$ cat config.mk
export PLATFORM = sky130hd
export DESIGN_NAME = uart_cmd_parser
export DESIGN_NICKNAME = d
export VERILOG_FILES = /design/src/rtl/uart_cmd_parser.sv
export SDC_FILE = /design/constraint.sdc
export NUM_CORES = 1
export LEC_CHECK = 0
export CAP_MARGIN = 20
export CORE_MARGIN = 2
export CORE_UTILIZATION = 50
export DETAILED_ROUTE_END_ITERATION = 12
export PLACE_DENSITY_LB_ADDON = 0.25
export SYNTH_ARGS = -nofsm -noshare
export SYNTH_HDL_FRONTEND = slang
export SYNTH_SLANG_ARGS = --single-unit
export TNS_END_PERCENT = 5
$ cat constraint.sdc
create_clock -name clk -period 2.8 [get_ports clk]
set_input_delay 0.42 -clock clk [delete_from_list [all_inputs] [get_ports clk]]
set_output_delay 0.42 -clock clk [all_outputs]
set_load 0.01 [all_outputs]
$ cat src/rtl/uart_cmd_parser.sv
// Frame parser behind the UART receiver: SYNC, CMD, LEN, payload, CHK (XOR) framing,
// with a separate output holding register presented over a valid/ready handshake.
module uart_cmd_parser #(
  parameter logic [7:0] SYNC_BYTE      = 8'hA5,
  parameter int         MAX_LEN        = 8,
  parameter int         TIMEOUT_CYCLES = 100_000
) (
  input  logic                 clk,
  input  logic                 rst_n,
  input  logic [7:0]           rx_data,
  input  logic                 rx_valid,
  output logic                 cmd_valid,
  input  logic                 cmd_ready,
  output logic [7:0]           cmd_code,
  output logic [3:0]           cmd_len,
  output logic [8*MAX_LEN-1:0] cmd_payload,
  output logic                 busy,
  output logic                 err_checksum,
  output logic                 err_length,
  output logic                 err_timeout,
  output logic                 err_overrun
);

  localparam int CW = $clog2(TIMEOUT_CYCLES + 1);

  localparam logic [2:0] HUNT    = 3'd0;
  localparam logic [2:0] GET_CMD = 3'd1;
  localparam logic [2:0] GET_LEN = 3'd2;
  localparam logic [2:0] GET_PAY = 3'd3;
  localparam logic [2:0] GET_CHK = 3'd4;

  logic [2:0]           state_reg, state_next;
  logic [CW-1:0]        cnt_reg, cnt_next;
  logic [3:0]           idx_reg, idx_next;
  logic [3:0]           len_reg, len_next;
  logic [7:0]           code_reg, code_next;
  logic [7:0]           chk_reg, chk_next;
  logic [8*MAX_LEN-1:0] buf_reg, buf_next;
  logic                 deliver, bad_len, bad_chk, expire;

  always_comb begin
    state_next = state_reg;
    cnt_next   = cnt_reg;
    idx_next   = idx_reg;
    len_next   = len_reg;
    code_next  = code_reg;
    chk_next   = chk_reg;
    buf_next   = buf_reg;
    deliver    = 1'b0;
    bad_len    = 1'b0;
    bad_chk    = 1'b0;
    expire     = 1'b0;

    if (rx_valid) begin
      // A byte arriving on the expiry cycle is processed; the timeout never fires then.
      cnt_next = '0;
      case (state_reg)
        HUNT: begin
          if (rx_data == SYNC_BYTE) begin
            state_next = GET_CMD;
            buf_next   = '0;
          end
        end
        GET_CMD: begin
          code_next  = rx_data;
          chk_next   = rx_data;
          state_next = GET_LEN;
        end
        GET_LEN: begin
          chk_next = chk_reg ^ rx_data;
          len_next = rx_data[3:0];
          idx_next = 4'd0;
          if (rx_data > 8'(MAX_LEN)) begin
            bad_len    = 1'b1;
            state_next = HUNT;
          end else if (rx_data == 8'd0) begin
            state_next = GET_CHK;
          end else begin
            state_next = GET_PAY;
          end
        end
        GET_PAY: begin
          for (int i = 0; i < MAX_LEN; i++) begin
            if (idx_reg == 4'(i)) buf_next[8*i +: 8] = rx_data;
          end
          chk_next = chk_reg ^ rx_data;
          idx_next = idx_reg + 4'd1;
          if (idx_reg == len_reg - 4'd1) state_next = GET_CHK;
        end
        GET_CHK: begin
          state_next = HUNT;
          if (rx_data == chk_reg) deliver = 1'b1;
          else                    bad_chk = 1'b1;
        end
        default: state_next = HUNT;
      endcase
    end else if (state_reg == HUNT) begin
      cnt_next = '0;
    end else if (cnt_reg == CW'(TIMEOUT_CYCLES)) begin
      expire     = 1'b1;
      state_next = HUNT;
      cnt_next   = '0;
    end else if (cnt_reg != '1) begin
      cnt_next = cnt_reg + CW'(1);
    end
  end

  always_ff @(posedge clk) begin
    if (!rst_n) begin
      state_reg    <= HUNT;
      cnt_reg      <= '0;
      idx_reg      <= '0;
      len_reg      <= '0;
      code_reg     <= '0;
      chk_reg      <= '0;
      buf_reg      <= '0;
      cmd_valid    <= 1'b0;
      cmd_code     <= '0;
      cmd_len      <= '0;
      cmd_payload  <= '0;
      busy         <= 1'b0;
      err_checksum <= 1'b0;
      err_length   <= 1'b0;
      err_timeout  <= 1'b0;
      err_overrun  <= 1'b0;
    end else begin
      state_reg    <= state_next;
      cnt_reg      <= cnt_next;
      idx_reg      <= idx_next;
      len_reg      <= len_next;
      code_reg     <= code_next;
      chk_reg      <= chk_next;
      buf_reg      <= buf_next;
      busy         <= (state_next != HUNT);
      err_checksum <= bad_chk;
      err_length   <= bad_len;
      err_timeout  <= expire;
      err_overrun  <= deliver && cmd_valid && !cmd_ready;
      // A consume and a new load on the same edge keep cmd_valid high.
      if (deliver && (!cmd_valid || cmd_ready)) begin
        cmd_valid   <= 1'b1;
        cmd_code    <= code_reg;
        cmd_len     <= len_reg;
        cmd_payload <= buf_reg;
      end else if (cmd_valid && cmd_ready) begin
        cmd_valid <= 1'b0;
      end
    end
  end

endmodule
==> results of run 1 <==
cell families (layout without fill, tap and decap cells):
kind of cell / count (synthesis) / count (layout) / share of synthesized area
mux: 142 / 142 / 0.187
simple gates: 303 / 303 / 0.190
xor+xnor: 36 / 36 / 0.0432
flops: 190 / 190 / 0.500
buf+inv: 51 / 151 / 0.0353
fa+ha+maj: 8 / 8 / 0.0131
compound gates: 39 / 39 / 0.0324
cell usage in the layout, fill, tap and decap left out, types with 9 or more instances in the layout:
| master | instances |
|---|---|
| mux2i_1 | 142 |
| dfxtp_1 | 190 |
| nand4_1 | 10 |
| nand2_1 | 122 |
| clkbuf_16 | 17 |
| clkdlybuf4s50_1 | 92 |
| xnor2_1 | 26 |
| a21o_1 | 9 |
| a21oi_1 | 17 |
| nand3_1 | 11 |
| xor2_1 | 9 |
| nor2_1 | 110 |
| buf_4 | 16 |
report_power, final:
part / internal [mW] / switching (mW)
clock network: 1.51 / 0.977
logic: 0.0297 / 0.0635
registers: 2.70 / 0.000249
through the flow:
stage / power (mW) / setup WS, ns
final: 5.29 / 0.554
after global routing: 5.46 / 0.364
after CTS: 5.33 / 0.563
after detailed placement: 2.86 / 0.238
after global placement: 2.85 / 0.226
after floorplan: 2.82 / 0.785
final cells by class:
cell class | instances | area share
multi-input combinational | 528 | 0.381
clock inverter | 11 | 0.0176
inverter | 8 | 0.00322
tap | 188 | 0.0252
timing repair buffer | 111 | 0.116
sequential | 190 | 0.408
clock buffer | 21 | 0.0483
cell usage after synthesis (2+ instances only):
cell type    n  share of area
buf_2       10         0.0066
nor2b_1      8         0.0066
buf_6        5         0.0074
nand2b_1     2         0.0016
a21o_1       9         0.0089
nand3_1     11         0.0072
nor3_1       7         0.0046
buf_4        3         0.0030
nor3_2       2         0.0026
o21ai_0      5         0.0033
xnor2_1     26          0.030
mux2i_1    142           0.19
and3_1       4         0.0033
nor2_1     110          0.054
nor4_1       4         0.0033
dfxtp_1    190           0.50
ha_1         8          0.013
o31ai_1      2         0.0020
nand2_8      8          0.021
nand4_1     10         0.0082
nor4b_1      2         0.0023
xor2_1       9          0.010
clkbuf_1    24          0.012
and3b_1      2         0.0023
nor4bb_1     3         0.0039
nand2_1    122          0.060
inv_1        8         0.0039
a21oi_1     17          0.011
nor3b_1      3         0.0030
critical path, stage by stage, from the launching register on:
cell	delay, ns
dfxtp_1	0.43
and3_1	0.22
nand3_1	0.17
nor3_1	0.23
ha_1	0.35
and3b_1	0.27
nand3_1	0.14
nor3_1	0.07
xnor2_1	0.15
nor2_1	0.06
how the worst max path moves through the flow:
stage | endpoint | slack [ns] | cells after the start
after floorplan | cnt_reg[13] | 0.79 | 10
after global placement | buf_reg[2] | 0.23 | 8
after detailed placement | cmd_payload[8] | 0.24 | 7
after CTS | cnt_reg[13] | 0.56 | 9
after global routing | cnt_reg[13] | 0.36 | 9
final | cnt_reg[13] | 0.55 | 9
per-layer routing:
metal | global-route usage | vias up | part of all wire
met1 | 0.262 | 2625 | 0.45
met5 | 0 | - | 0
met3 | 0.0515 | 15 | 0.045
li1 | - | 2736 | -
met2 | 0.350 | 117 | 0.49
met4 | 0.0569 | 0 | 0.013
==> results.toml, run 1 <==
[sta]
timing_worst_slew_pin_value_ns = 0.762
fmax_ghz = 0.445
slew_violations = 0
clock_skew_ns = 0.00748
tns_ns = 0
hold_viol = 0
rsz0062_at_grt = "false"
period_share = 0.802
relSlewSlack = 0.492
whs_ns = 0.316
fin_crit_ns = 2.25
finalSetupViolCount = 0

[drt]
viasPerCell = 5.20
vias = 5493
drt-pass1-iter-count = 6
wl_per_cell_um = 15.3
wl_um = 16200
ant_nets = 0
drt_iter0_markers = 422
drc = 0

[hold_path]
min_path_type = "input pin to flop"
hold_end = "err_timeout"
hold_path.startpoint = "rst_n"
min_path_cells = 3

[global_route]
grt_antenna_before_repair = 0
grt_max_degree = 76
track_usage = 0.206
grt_first_pass_wirelength_um = 26500
grt_pass1_vias = 5345
grt_remaining_overflow = 0

[setup_path]
critPathCaptureType = "flop"
worstSetupPathType = "flop to flop"
critPathArrivalTime_ns = 2.53
crit_path_start = "cnt_reg[6]"
reg2reg_slack_ns = 0.55
crit_required_ns = 3.08
ff2ff_path_depth = 9
worstReg2RegStart = "cnt_reg[6]"
start_kind = "flop"
path_max_fanout = 7
worstReg2RegEnd = "cnt_reg[13]"

[floorplanning]
boundaryPins = 94
start_util = 0.507
die_area_um2 = 16200
rows = 45
core-area_um2 = 15000
dieHeight_um = 127
die-width_um = 127

[logic_synthesis]
ys_types = 42
synth-seq-cells = 190
async_flop_share = 0
yosysSeqAreaShare = 0.500
yosysWarningCount = 0
syn-cell-area_um2 = 7610
synth-edff-count = 0
netlist_instances = 769
syn_area_per_cell_um2 = 9.90
synth_ff_type = "dfxtp_1"
syn-num-nets = 789

[cts]
cts.htree.levels = 4
cts_tree = "done"
cts_buffers = 17
cts-resized-gates = 0
cts_hold_buf = 0
cts_root_buf = "clkbuf_16"
cts_buffer_depth = 2
post_cts_buffers = 0
cts_num_sinks = 190
clkTransAtPathRegs_ns = 0.07
clk_latency_ns = 0.43

[layout]
layout.cells.non_filler = 1057
fin_util = 0.620
diodes = 0
seqCellArea_um2 = 3800
area_delta_synth_final_pct = 22.5
final_nets = 876
num-fill-cells = 1193
finalInstanceArea_um2 = 9330
layout-drive-gt1-share = 0.0713
multi_input_area_um2 = 3560

[placement]
place_area_um2 = 8710
place_hpwl_um = 11000
place.gp.congestion = 0.824
portBuffers = 93
dp_cells = 1025

[power_and_ir_drop]
leakage_nw = 3.58
peakVddDrop_mv = 0.418
power.density_nw_per_um2 = 567

[outcome]
status = "finished, final reports clean"

[flow_run]
drv_cap = 0
No activity file was read; power rests on OpenSTA's default activity.
==> inputs of run 2 (changes only) <==
Clock period 2.8 ns to 2.3 ns, I/O delays scaled along.
==> run 2 against run 1 <==
  * Sequential share of layout area is 0.70 points lower
  * Global-route usage increased by 0.75 points
  * Clock power is 30% higher
  * Largest cell class unchanged
  * Highest routed layer unchanged
  * Non-clock buffer count increased by 14
  * Critical path type unchanged
  * Worst setup slack got worse by 0.35 ns
  * Count of clock-buffer cells in the layout down 4
  * Via count up 1.8%
  * Die area stayed put
==> results.toml, run 2 (synthesis results as in run 1) <==
[cts]
clk_latency_ns = 0.43
cts_buffers = 17
cts_hold_buf = 0
cts-resized-gates = 0
cts_num_sinks = 190
cts_tree = "done"
cts.htree.levels = 4
cts_root_buf = "clkbuf_16"
post_cts_buffers = 0
cts_buffer_depth = 2
clkTransAtPathRegs_ns = 0.07

[floorplanning]
rows = 45
core-area_um2 = 15000
boundaryPins = 94
dieHeight_um = 127
start_util = 0.507
die_area_um2 = 16200
die-width_um = 127

[sta]
period_share = 0.911
clock_skew_ns = 0.0101
tns_ns = 0
fin_crit_ns = 2.09
slew_violations = 0
setup_ws_ns = 0.206
timing_worst_slew_pin_value_ns = 0.549
hold_viol = 0
rsz0062_at_grt = "false"
whs_ns = 0.243
fmax_ghz = 0.478
finalSetupViolCount = 0
relSlewSlack = 0.633

[layout]
diodes = 0
area_delta_synth_final_pct = 24.6
most-common-layout-cells = "dfxtp_1, mux2i_1, nand2_1"
layout_commonest_cell = "dfxtp_1"
final_nets = 890
layout-drive-gt1-share = 0.0895

[placement]
portBuffers = 93
dp_slack_ns = -0.127
place.gp.congestion = 0.841
place_hpwl_um = 11500

[global_route]
track_usage = 0.214
grt_pass1_vias = 5519
grt_antenna_before_repair = 0
grt_first_pass_wirelength_um = 27600
grt_remaining_overflow = 0
grt_max_degree = 52

[drt]
wl_um = 16700
vias = 5594
viasPerCell = 5.22
drt-pass1-iter-count = 5
wl_per_cell_um = 15.6
drt_iter0_markers = 313
drc = 0
ant_nets = 0

[setup_path]
path_max_fanout = 7
worstSetupPathType = "flop to flop"
crit_required_ns = 2.62
critPathArrivalTime_ns = 2.42
start_kind = "flop"
critPathCaptureType = "flop"

[power_and_ir_drop]
power.total_mw = 6.65
peakVddDrop_mv = 0.486
leakage_nw = 3.66
power.density_nw_per_um2 = 701

[outcome]
status = "finished, final reports clean"

[flow_run]
drv_cap = 0

[hold_path]
min_path_type = "input pin to flop"
## run 2: changes by cell type in the layout (fill, tap and decap cells not counted), moves of 2 or more
cell / change
buf_4: +13
clkinvlp_4: +2
clkinv_4: +3
clkbuf_1: -3
clkinv_2: -4
## run 2: power by group
part / switching [mW] / internal [mW] / total (mW) / leakage, nW
Sequential: 0.000239 / 3.29 / 3.29 / 1.53
Combinational: 0.0800 / 0.0450 / 0.125 / 1.82
Clock: 1.29 / 1.95 / 3.24 / 0.308
Total: 1.37 / 5.28 / 6.65 / 3.66
## run 2: critical path, stage by stage (launching register included)
cell and delay (ns):
dfxtp_1 0.40, and3_1 0.22, nand3_1 0.12, nor3_1 0.21
ha_1 0.35, and3b_1 0.27, nand3_1 0.15, nor3_1 0.07
xnor2_1 0.13, nor2_1 0.06
## run 2: area by class of cell
type                       instances  area [µm²]
tap                              188         235
timing repair buffer             125        1200
sequential                       190        3800
multi-input combinational        528        3560
inverter                           8        30.0
clock buffer                      17         425
fill                            1199        5540
clock inverter                    15         235
## run 2: path summary, 6_finish.rpt
kind	from	slack, ns	end	depth (start not counted)
hold / removal	rst_n	0.24	chk_reg[2]	3
hold reg to reg	code_reg[4]	0.46	code_reg[4]	2
setup / recovery	cnt_reg[7]	0.21	cnt_reg[15]	9
setup reg to reg	cnt_reg[7]	0.21	cnt_reg[15]	9
## run 2: layer usage
layer	track usage	routed length (µm)	part of all wire
met4	0.0873	398	0.024
met1	0.270	7560	0.45
met2	0.361	8180	0.49
met3	0.0410	577	0.035
met5	0	0	0
## run 2: through the flow
step | std cells | cell area [µm²] | util
floorplan | 769 | 7610 | -
global placement | 1039 | 8830 | 0.587
detailed placement | 1039 | 8830 | 0.587
CTS | 1071 | 9490 | 0.631
global route | 1071 | 9490 | 0.631
finish | 1071 | 9490 | 0.631
